**src/rtl/game_master_ctrl.sv**
```systemverilog
// Master-board (P1) Bingo game sequencer: opens games, orders selection/guess turns, settles the win.
// Optional GAME_LINK_TIMEOUT_EN adds a wait-state watchdog with a link_err pulse.
module game_master_ctrl #(
    parameter int TIMEOUT_CYCLES = 50_000_000
) (
    input  logic       clk,
    input  logic       rst,
    input  logic       interboard_rst,
    input  logic       start_game,
    input  logic [7:0] cur_number_BCD,
    input  logic       sel_done,
    input  logic       guess_done,
    input  logic       i_win,
    input  logic       inter_ready,
    input  logic       interboard_en,
    input  logic [2:0] interboard_msg_type,
    input  logic [4:0] interboard_number,
    output logic       transmit,
    output logic       ctrl_en,
    output logic [2:0] ctrl_msg_type,
    output logic [4:0] ctrl_number,
    output logic       clear_sel,
    output logic       start_sel,
    output logic       clear_guess,
    output logic       start_guess,
    output logic [3:0] game_state,
    output logic [1:0] result
`ifdef GAME_LINK_TIMEOUT_EN
    ,
    output logic       link_err
`endif
);

    localparam logic [2:0] MSG_STATE_TURN = 3'd1;
    localparam logic [2:0] MSG_SEL_NUM    = 3'd2;
    localparam logic [2:0] MSG_STATE_WIN  = 3'd3;

    typedef enum logic [3:0] {
        IDLE          = 4'd0,
        SEND_OPEN     = 4'd1,
        P1_SEL        = 4'd2,
        SEND_SEL_END  = 4'd3,
        WAIT_P2_SEL   = 4'd4,
        P1_GUESS      = 4'd5,
        P1_CHECK_WIN  = 4'd6,
        SEND_NUM      = 4'd7,
        SEND_WIN      = 4'd8,
        WAIT_P2_GUESS = 4'd9,
        WAIT_UPDATE   = 4'd10,
        FIN           = 4'd11,
        SEND_CLOSE    = 4'd12
    } state_t;

    state_t     state, nxt;
    logic       sent, rx_turn, rx_sel, rx_win, timeout;
    logic [4:0] num_bin;

    // The received number is not needed on the master side.
    logic unused_rx;
    assign unused_rx = ^interboard_number;

    function automatic logic is_send(state_t s);
        return s == SEND_OPEN || s == SEND_SEL_END || s == SEND_NUM ||
               s == SEND_WIN  || s == SEND_CLOSE;
    endfunction

    assign game_state = state;
    assign num_bin    = 5'({4'd0, cur_number_BCD[7:4]} * 8'd10 + {4'd0, cur_number_BCD[3:0]});
    // ctrl_en is high only in the first cycle of a send, so ready then is ignored.
    assign sent       = transmit && !ctrl_en && inter_ready;
    assign rx_turn    = interboard_en && interboard_msg_type == MSG_STATE_TURN;
    assign rx_sel     = interboard_en && interboard_msg_type == MSG_SEL_NUM;
    assign rx_win     = interboard_en && interboard_msg_type == MSG_STATE_WIN;

`ifdef GAME_LINK_TIMEOUT_EN
    logic [31:0] to_cnt;
    logic        timed;
    assign timed   = state == WAIT_P2_SEL || state == WAIT_P2_GUESS || is_send(state);
    assign timeout = timed && to_cnt == 32'(TIMEOUT_CYCLES - 1);
`else
    localparam int unused_timeout = TIMEOUT_CYCLES;
    assign timeout = 1'b0;
`endif

    always_comb begin
        nxt = state;
        case (state)
            IDLE:          if (start_game) nxt = SEND_OPEN;
            SEND_OPEN:     if (sent) nxt = P1_SEL;
            P1_SEL:        if (sel_done) nxt = SEND_SEL_END;
            SEND_SEL_END:  if (sent) nxt = WAIT_P2_SEL;
            WAIT_P2_SEL:   if (rx_turn) nxt = P1_GUESS;
            P1_GUESS:      if (guess_done) nxt = P1_CHECK_WIN;
            P1_CHECK_WIN:  nxt = i_win ? SEND_WIN : SEND_NUM;
            SEND_NUM:      if (sent) nxt = WAIT_P2_GUESS;
            SEND_WIN:      if (sent) nxt = FIN;
            WAIT_P2_GUESS: if (rx_sel) nxt = WAIT_UPDATE;
                           else if (rx_win) nxt = FIN;
            WAIT_UPDATE:   if (guess_done) nxt = i_win ? SEND_WIN : P1_GUESS;
            FIN:           if (start_game) nxt = SEND_CLOSE;
            SEND_CLOSE:    if (sent) nxt = IDLE;
            default:       nxt = IDLE;
        endcase
        if (timeout) nxt = IDLE;
    end

    always_ff @(posedge clk) begin
        if (rst || interboard_rst) begin
            state         <= IDLE;
            transmit      <= 1'b0;
            ctrl_en       <= 1'b0;
            ctrl_msg_type <= 3'd0;
            ctrl_number   <= 5'd0;
            clear_sel     <= 1'b1;
            start_sel     <= 1'b0;
            clear_guess   <= 1'b0;
            start_guess   <= 1'b0;
            result        <= 2'b00;
`ifdef GAME_LINK_TIMEOUT_EN
            link_err      <= 1'b0;
            to_cnt        <= 32'd0;
`endif
        end else begin
            ctrl_en     <= 1'b0;
            start_sel   <= 1'b0;
            clear_guess <= 1'b0;
            if (state == P1_GUESS && guess_done)
                ctrl_number <= num_bin;
            if (state == WAIT_P2_GUESS && nxt == FIN)
                result <= 2'b10;
            if (nxt == SEND_WIN && state != SEND_WIN)
                result <= 2'b01;
            if (state == SEND_CLOSE && nxt == IDLE) begin
                clear_guess <= 1'b1;
                result      <= 2'b00;
            end
`ifdef GAME_LINK_TIMEOUT_EN
            link_err <= timeout;
            if (timeout) begin
                result      <= 2'b11;
                clear_guess <= 1'b1;
            end
            to_cnt <= (nxt != state || !timed) ? 32'd0 : to_cnt + 32'd1;
`endif
            state <= nxt;
            // Outputs are registered against the state being entered.
            if (nxt != state) begin
                ctrl_en     <= is_send(nxt);
                transmit    <= is_send(nxt);
                start_sel   <= nxt == P1_SEL;
                start_guess <= nxt == P1_GUESS || nxt == WAIT_UPDATE;
                clear_sel   <= nxt == IDLE;
                if (is_send(nxt))
                    ctrl_msg_type <= (nxt == SEND_NUM) ? MSG_SEL_NUM :
                                     (nxt == SEND_WIN) ? MSG_STATE_WIN : MSG_STATE_TURN;
            end else if (state == WAIT_UPDATE) begin
                start_guess <= 1'b0;
            end
        end
    end

endmodule

```
**config.mk**
```make
export PLATFORM = sky130hd
export DESIGN_NAME = game_master_ctrl
export DESIGN_NICKNAME = d
export VERILOG_FILES = /design/src/rtl/game_master_ctrl.sv
export SDC_FILE = /design/constraint.sdc
export NUM_CORES = 1
export LEC_CHECK = 0
export CELL_PAD_IN_SITES_DETAIL_PLACEMENT = 0
export CELL_PAD_IN_SITES_GLOBAL_PLACEMENT = 1
export CORE_UTILIZATION = 36
export DETAILED_ROUTE_END_ITERATION = 10
export GPL_ROUTABILITY_DRIVEN = 0
export MAX_ROUTING_LAYER = met4
export PLACE_DENSITY_LB_ADDON = 0.1
export SETUP_SLACK_MARGIN = 0.02
export SYNTH_ARGS = -nofsm -noshare
export SYNTH_HDL_FRONTEND = slang
export SYNTH_SLANG_ARGS = --single-unit
```
**constraint.sdc**
```tcl
create_clock -name clk -period 3.1 [get_ports clk]
set_clock_uncertainty 0.05 [all_clocks]
set_input_delay 0.62 -clock clk [delete_from_list [all_inputs] [get_ports clk]]
set_output_delay 0.62 -clock clk [all_outputs]
set_load 0.02 [all_outputs]
```
==> out/qor.txt <==
Dpl cell area -> 1870 µm²
PD cells -> 279 nW/µm²
First-pass GRT wire length -> 6690 µm
Register area share after synthesis -> 26.9%
Post-CTS setup buffers -> 0
Post-synthesis area per instance -> 8.28 µm²
Worst-Skew Late Latency -> 0.25 ns
Layout Utilization -> 51.5%
Drt wl/cell -> 14.8 µm
DR vias -> 1,453
Cell variety after synth -> 54
Area grow syn2layout -> 35.4%
Worst reg-to-reg path cell count -> 7
Post-synth ARST share -> 0%
Final Hold Violating Endpoints -> 0
DRT iter0 DRCs -> 118
Final min period -> 2.83 ns
CTS Buf Count -> 3
FILL cells -> 389
Hold Path End -> ctrl_msg_type[0]
P_leak -> 0.734 nW
Port Buffers -> 38
Fin nets -> 246
Site Rows -> 22
Total design power -> 534 µW
Syn Nets -> 201
Critical R2R Launch -> game_state[1]
Congestion Overflow GR -> 0
Top FF cell, synth -> dfxtp_1
Yosys warnings -> 0
Crit path DAT -> 2.97 ns
Number of buffers on the longest clock path -> 2
Synth Cell Area -> 1420 µm²
Vias in the first global route -> 1,470
Hold Crit Class -> flip-flop to flip-flop
Hold path start -> ctrl_msg_type[0]
Clk root buf -> clkbuf_8
Worst Max-Slew Pin Slew -> 0.807 ns
CP max-delay cell -> nor4b_1
Initial Util -> 38.1%
Die width -> 64.7 µm
Internal power -> 397 µW
Sequential group share of total power -> 47.2%
Switching pwr -> 137 µW
Hold depth -> 2
Final Setup Violations -> 0
DRC Markers -> 0
Core Area -> 3720 µm²
CP Data Required Time -> 3.24 ns
CTS tree -> done
Number of hold buffers added after CTS -> 0
Post-synthesis cell count -> 171
Pre-CTS WS -> 0.104 ns
FF+latch count, synth -> 19
EDFF count, synth -> 0
Routed WL -> 3890 µm
Ant. Diodes -> 0
Status -> complete, no violations
Clock transition at path regs -> 0.07 ns
Max rail drop VDD -> 0.000209 V
CP top delay family -> simple AND/OR/NAND/NOR gates
Comb power frac -> 20.8%
Dpl cells -> 259
Fmax -> 353 MHz
Ports -> 45
Clock Sinks -> 19
Worst hold slack -> 0.425 ns
Crit end category -> flip-flop
Final std cells w/o fill -> 263
Area of the multi-input gates -> 920 µm²
Switching share of total power -> 25.7%
TNS Setup -> 0 ns
Post-CTS resize count -> 0
Crit start category -> input pin
RSZ-0062 raised after global routing -> no
Largest net degree at the start of global routing -> 19
Post-route ant nets -> 0
R2r endpoint -> start_guess
Clk pwr share -> 32.0%
Worst path bufs/invs -> 2
Vias per cell -> 5.52
Reg area -> 380 µm²
All-Layer GR Usage -> 21.1%
Max-Slew Margin vs Limit -> 45.5%
H-tree levels -> 1
Period utilization -> 91.3%
Final slew viol count -> 0
Max_cap viols -> 0
Die height -> 64.7 µm
Design Area, Final -> 1920 µm²
Initial antenna violation count -> 0
Setup ws final -> 0.269 ns
Post-DP HPWL -> 2930 µm
Critical path, cell by cell -> clkdlybuf4s50_1 -> nor4b_1 -> nor4_1 -> and4_1 -> o21ai_0 -> buf_4 -> nand4b_4 -> or2_1 -> a21oi_1
CP max FO -> 9
Worst Path Class, Setup -> input pin to flip-flop
Highest cell delay on the worst timing path -> 0.68 ns
First-pass DRT Iterations -> 4
Layout cells sized above 1 -> 13.0%
Die footprint -> 4190 µm²
Register-to-register setup slack -> 0.41 ns
[synthesized netlist by cell type (all sizes together), types with 2 or more instances]
master / count / share of area [%]
or2: 2 / 0.88
nor4bb: 2 / 1.4
dfxtp: 19 / 27
and4: 2 / 1.2
nor3: 3 / 1.1
buf: 9 / 5.0
nor4b: 2 / 1.7
nor2: 19 / 5.0
nor2b: 4 / 1.8
xor2: 2 / 1.2
inv: 10 / 2.8
nand4: 2 / 0.88
a221oi: 4 / 3.4
a21oi: 15 / 5.3
nand3b: 3 / 1.6
o21ai: 9 / 3.4
o22ai: 2 / 0.88
mux2i: 6 / 4.2
nand3: 6 / 2.1
nor4: 2 / 0.88
ha: 4 / 3.5
a21o: 2 / 1.1
and4b: 4 / 2.8
nand2b: 3 / 1.3
a31oi: 2 / 0.88
xnor2: 2 / 1.2
a31o: 4 / 2.5
nand2: 8 / 2.1
[cells in the final DEF, fill, tap and decap left out, types with 2 or more instances in the layout]
| cell | instances |
|---|---|
| o22ai_1 | 2 |
| and4_1 | 2 |
| xor2_1 | 2 |
| ha_1 | 4 |
| nor3_1 | 3 |
| clkbuf_8 | 3 |
| and4b_1 | 4 |
| o21ai_0 | 8 |
| nor4_1 | 2 |
| nand2b_1 | 3 |
| a221oi_2 | 2 |
| xnor2_1 | 2 |
| a21oi_1 | 15 |
| inv_1 | 9 |
| mux2i_1 | 6 |
| nand2_1 | 8 |
| dfxtp_1 | 19 |
| nor2b_1 | 4 |
| nand3b_1 | 3 |
| a221oi_1 | 2 |
| nor4bb_1 | 2 |
| clkdlybuf4s50_1 | 38 |
| nand4_1 | 2 |
| buf_4 | 12 |
| a31oi_1 | 2 |
| nand3_1 | 6 |
| a31o_2 | 4 |
| a21o_1 | 2 |
| nor2_1 | 19 |
[power groups by stage]
| stage | combinational [mW] | clock (mW) | sequential, mW |
|---|---|---|---|
| global route | 0.123 | 0.187 | 0.253 |
| global placement | 0.109 | 0 | 0.257 |
| finish | 0.111 | 0.171 | 0.252 |
| CTS | 0.111 | 0.176 | 0.252 |
| detailed placement | 0.110 | 0 | 0.257 |
| floorplan | 0.0580 | 0 | 0.260 |
[state kept, by name (all words and copies together), names as in the netlist]
name	count
ctrl_msg_type	2
ctrl_en	1
ctrl_number	5
start_sel	1
start_guess	1
clear_guess	1
game_state	4
transmit	1
result	2
clear_sel	1
[worst max path at each step]
stage | start | to | cells after the start
3_5_place_dp | start_game | ctrl_msg_type[0] | 8
2_1_floorplan | inter_ready | result[1] | 7
3_3_place_gp | start_game | start_guess | 8
4_1_cts | i_win | start_guess | 9
5_1_grt | interboard_en | start_guess | 8
6_report | i_win | start_guess | 9
[cell type report]
class	instances	share of cell area, %
inverter	10	2.09
multi-input combinational	132	48.0
clock buffer	4	2.35
timing repair buffer	50	24.6
sequential	19	19.9
tap	48	3.14
[worst min-delay path, cell delays in order (launching register included)]
cell and delay [ns]:
dfxtp_1 0.31, inv_1 0.05, a221oi_1 0.06
[metal layers]
metal  up-vias  wire [µm]  track usage [%]
met5         -          0                -
met2        40       1790             33.0
met3         6        141             2.11
li1        724          -                -
met1       683       1910             27.9
met4         0         47             8.06
[cells by family (layout without fill, tap and decap cells)]
| kind of cell | after synthesis | after routing | synth area share (%) |
|---|---|---|---|
| compound gates | 46 | 46 | 22.6 |
| xor+xnor | 4 | 4 | 2.48 |
| flops | 19 | 19 | 26.9 |
| buf+inv | 20 | 64 | 8.13 |
| other cells | 1 | 1 | 0.265 |
| simple gates | 70 | 70 | 30.4 |
| fa+ha+maj | 5 | 5 | 4.95 |
| mux | 6 | 6 | 4.24 |
No activity file was read; power rests on OpenSTA's default activity.
